==> config.mk <==
export PLATFORM = sky130hd
export DESIGN_NAME = ttt_move_scheduler_flat
export DESIGN_NICKNAME = d
export VERILOG_FILES = /design/src/rtl/ttt_move_scheduler_if.sv /design/src/rtl/ttt_move_scheduler.sv /design/src/flat_wrapper.sv
export SDC_FILE = /design/constraint.sdc
export NUM_CORES = 1
export LEC_CHECK = 0
export ABC_AREA = 1
export CORE_ASPECT_RATIO = 0.75
export CORE_MARGIN = 5
export CORE_UTILIZATION = 45
export CTS_CLUSTER_DIAMETER = 200
export CTS_CLUSTER_SIZE = 20
export DETAILED_ROUTE_END_ITERATION = 16
export PLACE_DENSITY_LB_ADDON = 0.2
export SLEW_MARGIN = 20
export SYNTH_ARGS = -nofsm -noshare
export SYNTH_HDL_FRONTEND = slang
export SYNTH_SLANG_ARGS = --single-unit
==> constraint.sdc <==
create_clock -name clk -period 5.65 [get_ports clk]
set_clock_uncertainty 0.2 [all_clocks]
set_input_delay 0.8475 -clock clk [delete_from_list [all_inputs] [get_ports clk]]
set_output_delay 0.8475 -clock clk [all_outputs]
set_load 0.05 [all_outputs]
==> src/rtl/ttt_move_scheduler_if.sv <==
// Move request/response handshake between the two player input controllers
// and the move scheduler.
interface ttt_move_scheduler_if;
  logic       p1_req;
  logic [3:0] p1_cell;
  logic       p1_ack;
  logic       p1_nack;
  logic       p2_req;
  logic [3:0] p2_cell;
  logic       p2_ack;
  logic       p2_nack;

  modport master (
    output p1_req, p1_cell, p2_req, p2_cell,
    input  p1_ack, p1_nack, p2_ack, p2_nack
  );

  modport slave (
    input  p1_req, p1_cell, p2_req, p2_cell,
    output p1_ack, p1_nack, p2_ack, p2_nack
  );
endinterface

==> src/rtl/ttt_move_scheduler.sv <==
// Tic-tac-toe move arbiter and board owner; board writes land only in vertical blanking.
// Optional TTT_AUTO_RESTART_EN: clear the board FRAMES_RESTART frames after game over.
module ttt_move_scheduler #(
  parameter int unsigned V_VISIBLE = 480
`ifdef TTT_AUTO_RESTART_EN
  , parameter int unsigned FRAMES_RESTART = 120
`endif
) (
  input  logic                 clk,
  input  logic                 rst,
  input  logic [9:0]           vcount,
  input  logic                 new_game,
  ttt_move_scheduler_if.slave  mv,
  output logic [17:0]          board,
  output logic                 turn,
  output logic                 game_over,
  output logic [1:0]           winner
);

  typedef enum logic [2:0] {IDLE, WAIT_BLANK, COMMIT, EVAL, OVER} state_t;

  localparam logic [9:0]  V_VIS = 10'(V_VISIBLE);
  // Each entry packs the three cell indices of one winning line.
  localparam logic [11:0] LINES [8] = '{12'h012, 12'h345, 12'h678, 12'h036,
                                        12'h147, 12'h258, 12'h048, 12'h246};

  state_t     state;
  logic       armed1, armed2;
  logic       ng_pend;
  logic [3:0] lat_cell;

  logic       in_blank;
  logic       cur_req;
  logic [3:0] cur_cell;
  logic [1:0] mark;
  logic       cell_free;
  logic       win;
  logic       full;
  logic       auto_fire;
  logic       do_clear;

  function automatic logic [1:0] cell_at(input logic [17:0] b, input logic [3:0] i);
    return b[2*i +: 2];
  endfunction

  assign in_blank = (vcount >= V_VIS);
  assign cur_req  = turn ? (mv.p2_req & armed2) : (mv.p1_req & armed1);
  assign cur_cell = turn ? mv.p2_cell : mv.p1_cell;
  assign mark     = turn ? 2'b10 : 2'b01;
  assign do_clear = in_blank & (ng_pend | new_game | auto_fire);

  always_comb begin
    win       = 1'b0;
    full      = 1'b1;
    cell_free = 1'b0;
    for (int unsigned l = 0; l < 8; l++) begin
      if (cell_at(board, LINES[l][11:8]) == mark &&
          cell_at(board, LINES[l][7:4])  == mark &&
          cell_at(board, LINES[l][3:0])  == mark)
        win = 1'b1;
    end
    for (int unsigned i = 0; i < 9; i++) begin
      if (board[2*i +: 2] == 2'b00) begin
        full = 1'b0;
        if (cur_cell == 4'(i))
          cell_free = 1'b1;
      end
    end
  end

`ifdef TTT_AUTO_RESTART_EN
  logic       blank_d;
  logic [7:0] frame_cnt;

  assign auto_fire = (state == OVER) && (frame_cnt >= 8'(FRAMES_RESTART));

  always_ff @(posedge clk or negedge rst) begin
    if (!rst) begin
      blank_d   <= 1'b0;
      frame_cnt <= '0;
    end else begin
      blank_d <= in_blank;
      if (state != OVER)
        frame_cnt <= '0;
      else if (in_blank && !blank_d && frame_cnt != '1)
        frame_cnt <= frame_cnt + 8'd1;
    end
  end
`else
  assign auto_fire = 1'b0;
`endif

  always_ff @(posedge clk or negedge rst) begin
    if (!rst) begin
      state      <= IDLE;
      armed1     <= 1'b0;
      armed2     <= 1'b0;
      ng_pend    <= 1'b0;
      lat_cell   <= '0;
      board      <= '0;
      turn       <= 1'b0;
      game_over  <= 1'b0;
      winner     <= 2'b00;
      mv.p1_ack  <= 1'b0;
      mv.p1_nack <= 1'b0;
      mv.p2_ack  <= 1'b0;
      mv.p2_nack <= 1'b0;
    end else begin
      mv.p1_ack  <= 1'b0;
      mv.p1_nack <= 1'b0;
      mv.p2_ack  <= 1'b0;
      mv.p2_nack <= 1'b0;
      if (!mv.p1_req) armed1 <= 1'b1;
      if (!mv.p2_req) armed2 <= 1'b1;
      if (new_game)   ng_pend <= 1'b1;

      // A clear overrides whatever the state would otherwise do this cycle,
      // so the later assignments to armed/ng_pend below intentionally win.
      if (do_clear && (state == IDLE || state == WAIT_BLANK || state == OVER)) begin
        board     <= '0;
        turn      <= 1'b0;
        game_over <= 1'b0;
        winner    <= 2'b00;
        ng_pend   <= 1'b0;
        state     <= IDLE;
        if (state == WAIT_BLANK) begin
          if (turn) begin
            mv.p2_nack <= 1'b1;
            armed2     <= 1'b0;
          end else begin
            mv.p1_nack <= 1'b1;
            armed1     <= 1'b0;
          end
        end
      end else begin
        case (state)
          IDLE: begin
            if (cur_req) begin
              lat_cell <= cur_cell;
              if (cell_free)
                state <= WAIT_BLANK;
              else if (turn) begin
                mv.p2_nack <= 1'b1;
                armed2     <= 1'b0;
              end else begin
                mv.p1_nack <= 1'b1;
                armed1     <= 1'b0;
              end
            end
          end
          WAIT_BLANK: begin
            if (in_blank)
              state <= COMMIT;
          end
          COMMIT: begin
            if (in_blank) begin
              board[2*lat_cell +: 2] <= mark;
              state                  <= EVAL;
              if (turn) begin
                mv.p2_ack <= 1'b1;
                armed2    <= 1'b0;
              end else begin
                mv.p1_ack <= 1'b1;
                armed1    <= 1'b0;
              end
            end else begin
              state <= WAIT_BLANK;
            end
          end
          EVAL: begin
            if (win) begin
              winner    <= mark;
              game_over <= 1'b1;
              state     <= OVER;
            end else if (full) begin
              winner    <= 2'b11;
              game_over <= 1'b1;
              state     <= OVER;
            end else begin
              turn  <= ~turn;
              state <= IDLE;
            end
          end
          OVER: begin
            if (mv.p1_req && armed1) begin
              mv.p1_nack <= 1'b1;
              armed1     <= 1'b0;
            end
            if (mv.p2_req && armed2) begin
              mv.p2_nack <= 1'b1;
              armed2     <= 1'b0;
            end
          end
          default: state <= IDLE;
        endcase
      end
    end
  end

endmodule

==> src/flat_wrapper.sv <==
// flat-port wrapper written by rule: the top's interface ports become plain ports
module ttt_move_scheduler_flat 
#(
  parameter int unsigned V_VISIBLE = 480

)
  (clk, rst, vcount, new_game, board, turn, game_over, winner, mv_p1_req, mv_p1_cell, mv_p2_req, mv_p2_cell, mv_p1_ack, mv_p1_nack, mv_p2_ack, mv_p2_nack);
  ttt_move_scheduler_if mv_i ();
  input  logic clk;
  input  logic rst;
  input  logic [9:0] vcount;
  input  logic new_game;
  output logic [17:0] board;
  output logic turn;
  output logic game_over;
  output logic [1:0] winner;
  input wire logic [$bits(mv_i.p1_req)-1:0] mv_p1_req;
  input wire logic [$bits(mv_i.p1_cell)-1:0] mv_p1_cell;
  input wire logic [$bits(mv_i.p2_req)-1:0] mv_p2_req;
  input wire logic [$bits(mv_i.p2_cell)-1:0] mv_p2_cell;
  output wire logic [$bits(mv_i.p1_ack)-1:0] mv_p1_ack;
  output wire logic [$bits(mv_i.p1_nack)-1:0] mv_p1_nack;
  output wire logic [$bits(mv_i.p2_ack)-1:0] mv_p2_ack;
  output wire logic [$bits(mv_i.p2_nack)-1:0] mv_p2_nack;
  assign mv_i.p1_req = mv_p1_req;
  assign mv_i.p1_cell = mv_p1_cell;
  assign mv_i.p2_req = mv_p2_req;
  assign mv_i.p2_cell = mv_p2_cell;
  assign mv_p1_ack = mv_i.p1_ack;
  assign mv_p1_nack = mv_i.p1_nack;
  assign mv_p2_ack = mv_i.p2_ack;
  assign mv_p2_nack = mv_i.p2_nack;
  ttt_move_scheduler #(.V_VISIBLE(V_VISIBLE)) u_core (.clk(clk), .rst(rst), .vcount(vcount), .new_game(new_game), .mv(mv_i), .board(board), .turn(turn), .game_over(game_over), .winner(winner));
endmodule
==> impl_metrics.toml <==
[status]
status = "complete, no violations"

[setup_path]
path_cells = "clkdlybuf4s50_1"
crit_path_max_fanout = 20
critPathArrivalTime_ps = 2010
critPathSlowestCell = "clkdlybuf4s50_1"
path_class = "flip-flop to output port"
end_kind = "output port"
worstPathRequired_ps = 4600
start_kind = "flip-flop"
critPathBufInv = 1
cp_top_family = "buffers and inverters"
max_stage_delay_ps = 930

[placed_design]
dp_hpwl_um = 5490
place_congestion = 0.911
port_buffers = 43

[synth]
synth-seq-cells = 36
ys_seq_area_share_pct = 35.5
async_flop_share_pct = 100
synth_most_common_cell = "nand2_1"
synth_largest_area_cell = "dfrtp_1"
synth_nets = 412
ys_dominant_reg_cell = "dfrtp_1"
synth_cells = 385
synth_edf_count = 0
synth_warnings = 0
ys_top_cells_by_area = "dfrtp_1 (36%), nand2_1 (17%), nor2_1 (7.4%)"
synth_top_area_share_pct = 35.5
ys_types = 36
syn_area_mm2 = 0.00253
avgSynthCellArea_um2 = 6.58
synth_common_cells = "nand2_1 (114), nor2_1 (50), inv_1 (47)"

[hold_path]
min_path_type = "flip-flop to flip-flop"

[clock_network]
cts_hold_buf = 0
cts_tree = "built"
cts-root-buf = "clkbuf_8"
cts_setup_buffers = 0
cts_resized = 0
clock_sinks = 36
numCtsBuffers = 5
clk-insertion-delay-late_ps = 300
clock_path_buffers = 2
clk_pin_slew_ps = 80
htree_levels = 2

[timing]
fin_crit_sh_pct = 54.1
worstMarginPinSlew_ps = 825
setup_tns_ps = 0
setup_viol = 0
slew_headroom_pct = 45.0
fmax_ghz = 0.327
rsz0062_at_grt = "no"
hold_viol = 0
fin_hold_ws_ps = 277
period_needed_ps = 3060
slew_viol_final = 0

[drt]
wl_per_cell_um = 14.0
firstDrtPassIters = 5
drt-vias-per-instance = 5.33
drtIter0Drc = 222
antenna_left = 0
drc_errors = 0
routed_wirelength_um = 7070
vias = 2685

[power]
ir_drop_uv = 193
powerDensity_mw_per_mm2 = 432
power_leakage_uw = 0.00147
fin_total_pwr_uw = 1340

[die]
die_y_um = 75
io_pins = 49
row_count = 23
die-area_mm2 = 0.00725
coreArea_mm2 = 0.00541
die_w_um = 96.7
initial_core_util_pct = 46.9

[final_layout]
final_core_util_pct = 57.2
layout-drive-gt1-share_pct = 8.39
diodes = 0
nNetsFinal = 455
area_growth_pct = 22.0

[global_routing]
grt_usage_pct = 20.9
grt_pass1_wl_um = 12100
antenna_found_initial = 0
grt_overflow_total = 0
first_global_vias = 2554
grt_start_max_net_pins = 37

[flow_run]
drv_cap = 0
==> worst reg2reg max path: cells and delay by family, from the launching register on <==
kind / cells / cell delay (ps)
DFF: 1 / 780
AOI/OAI and AO/OA: 1 / 60
and+or+nand+nor: 9 / 1010
buffers and inverters: 2 / 550
==> metal layers <==
metal	GRT usage (%)	vias to the layer above	part of all wire, %
met1	29.7	1243	48
li1	-	1324	-
met5	0	-	0
met3	4.72	7	8.7
met2	32.3	111	42
met4	6.23	0	1.2
==> metrics by stage <==
step	cell area, um^2	setup WS [ps]	std cells
2_1_floorplan	2530	3550	385
3_3_place_gp	3010	2860	496
3_5_place_dp	3010	2830	496
4_1_cts	3090	2600	504
5_1_grt	3090	2510	504
6_report	3090	2590	504
==> layout make-up <==
class / instances / area, um^2
Clock inverter: 3 / 18.8
Sequential cell: 36 / 901
Inverter: 54 / 203
Fill cell: 557 / 2320
Clock buffer: 5 / 68.8
Tap cell: 75 / 93.8
Multi-Input combinational cell: 287 / 1380
Timing Repair Buffer: 44 / 433
==> placed cells by master, fill, tap and decap left out, types with 3 or more instances in the layout <==
cell	n
inv_1	47
nand4_1	10
o22ai_1	5
nor2_2	3
nor3_1	8
clkbuf_8	5
ha_1	4
o21ai_1	10
o21ai_0	10
o21ai_2	3
nand3_1	31
nand2_2	5
a21oi_1	14
nor2_1	50
inv_2	7
dfrtp_1	36
clkdlybuf4s50_1	42
nand2_1	114
==> path summary, 6_finish.rpt <==
check	start	endpoint	slack, ps	cells after the start
max in group asynchronous	rst	u_core.armed2$_DFF_PN0_	4290	1
worst min register to register	u_core.game_over$_DFFE_PN0P_	u_core.game_over$_DFFE_PN0P_	280	2
min in group asynchronous	rst	u_core.board[15]$_DFFE_PN0P_	440	1
worst max-delay path	u_core.turn$_DFFE_PN0P_	turn	2590	1
worst max register to register	u_core.turn$_DFFE_PN0P_	u_core.turn$_DFFE_PN0P_	2940	12
worst min-delay path	u_core.game_over$_DFFE_PN0P_	u_core.game_over$_DFFE_PN0P_	280	2
==> where the power goes <==
part / leakage, uW / internal (uW) / switching [uW]
logic: 0.000943 / 236 / 546
registers: 0.000482 / 307 / 60.5
clock network: 0.0000479 / 85.9 / 101
==> flip-flops by register name (all words and copies together), names as in the netlist <==
name               flops
u_core.winner          2
u_core.armed2          1
u_core.mv.p1_ack       1
u_core.turn            1
u_core.game_over       1
u_core.mv.p2_ack       1
u_core.lat_cell        4
u_core.board          18
u_core.mv.p2_nack      1
u_core.mv.p1_nack      1
u_core.ng_pend         1
u_core.state           3
u_core.armed1          1
==> kinds of logic after synthesis <==
family          count (synthesis)  share of synthesized area (%)
simple gates                  230                           39.8
compound gates                 52                           12.1
fa+ha+maj                       4                           1.97
xor+xnor                        1                          0.346
buf+inv                        62                           10.2
flops                          36                           35.5
No activity file was read; power rests on OpenSTA's default activity.
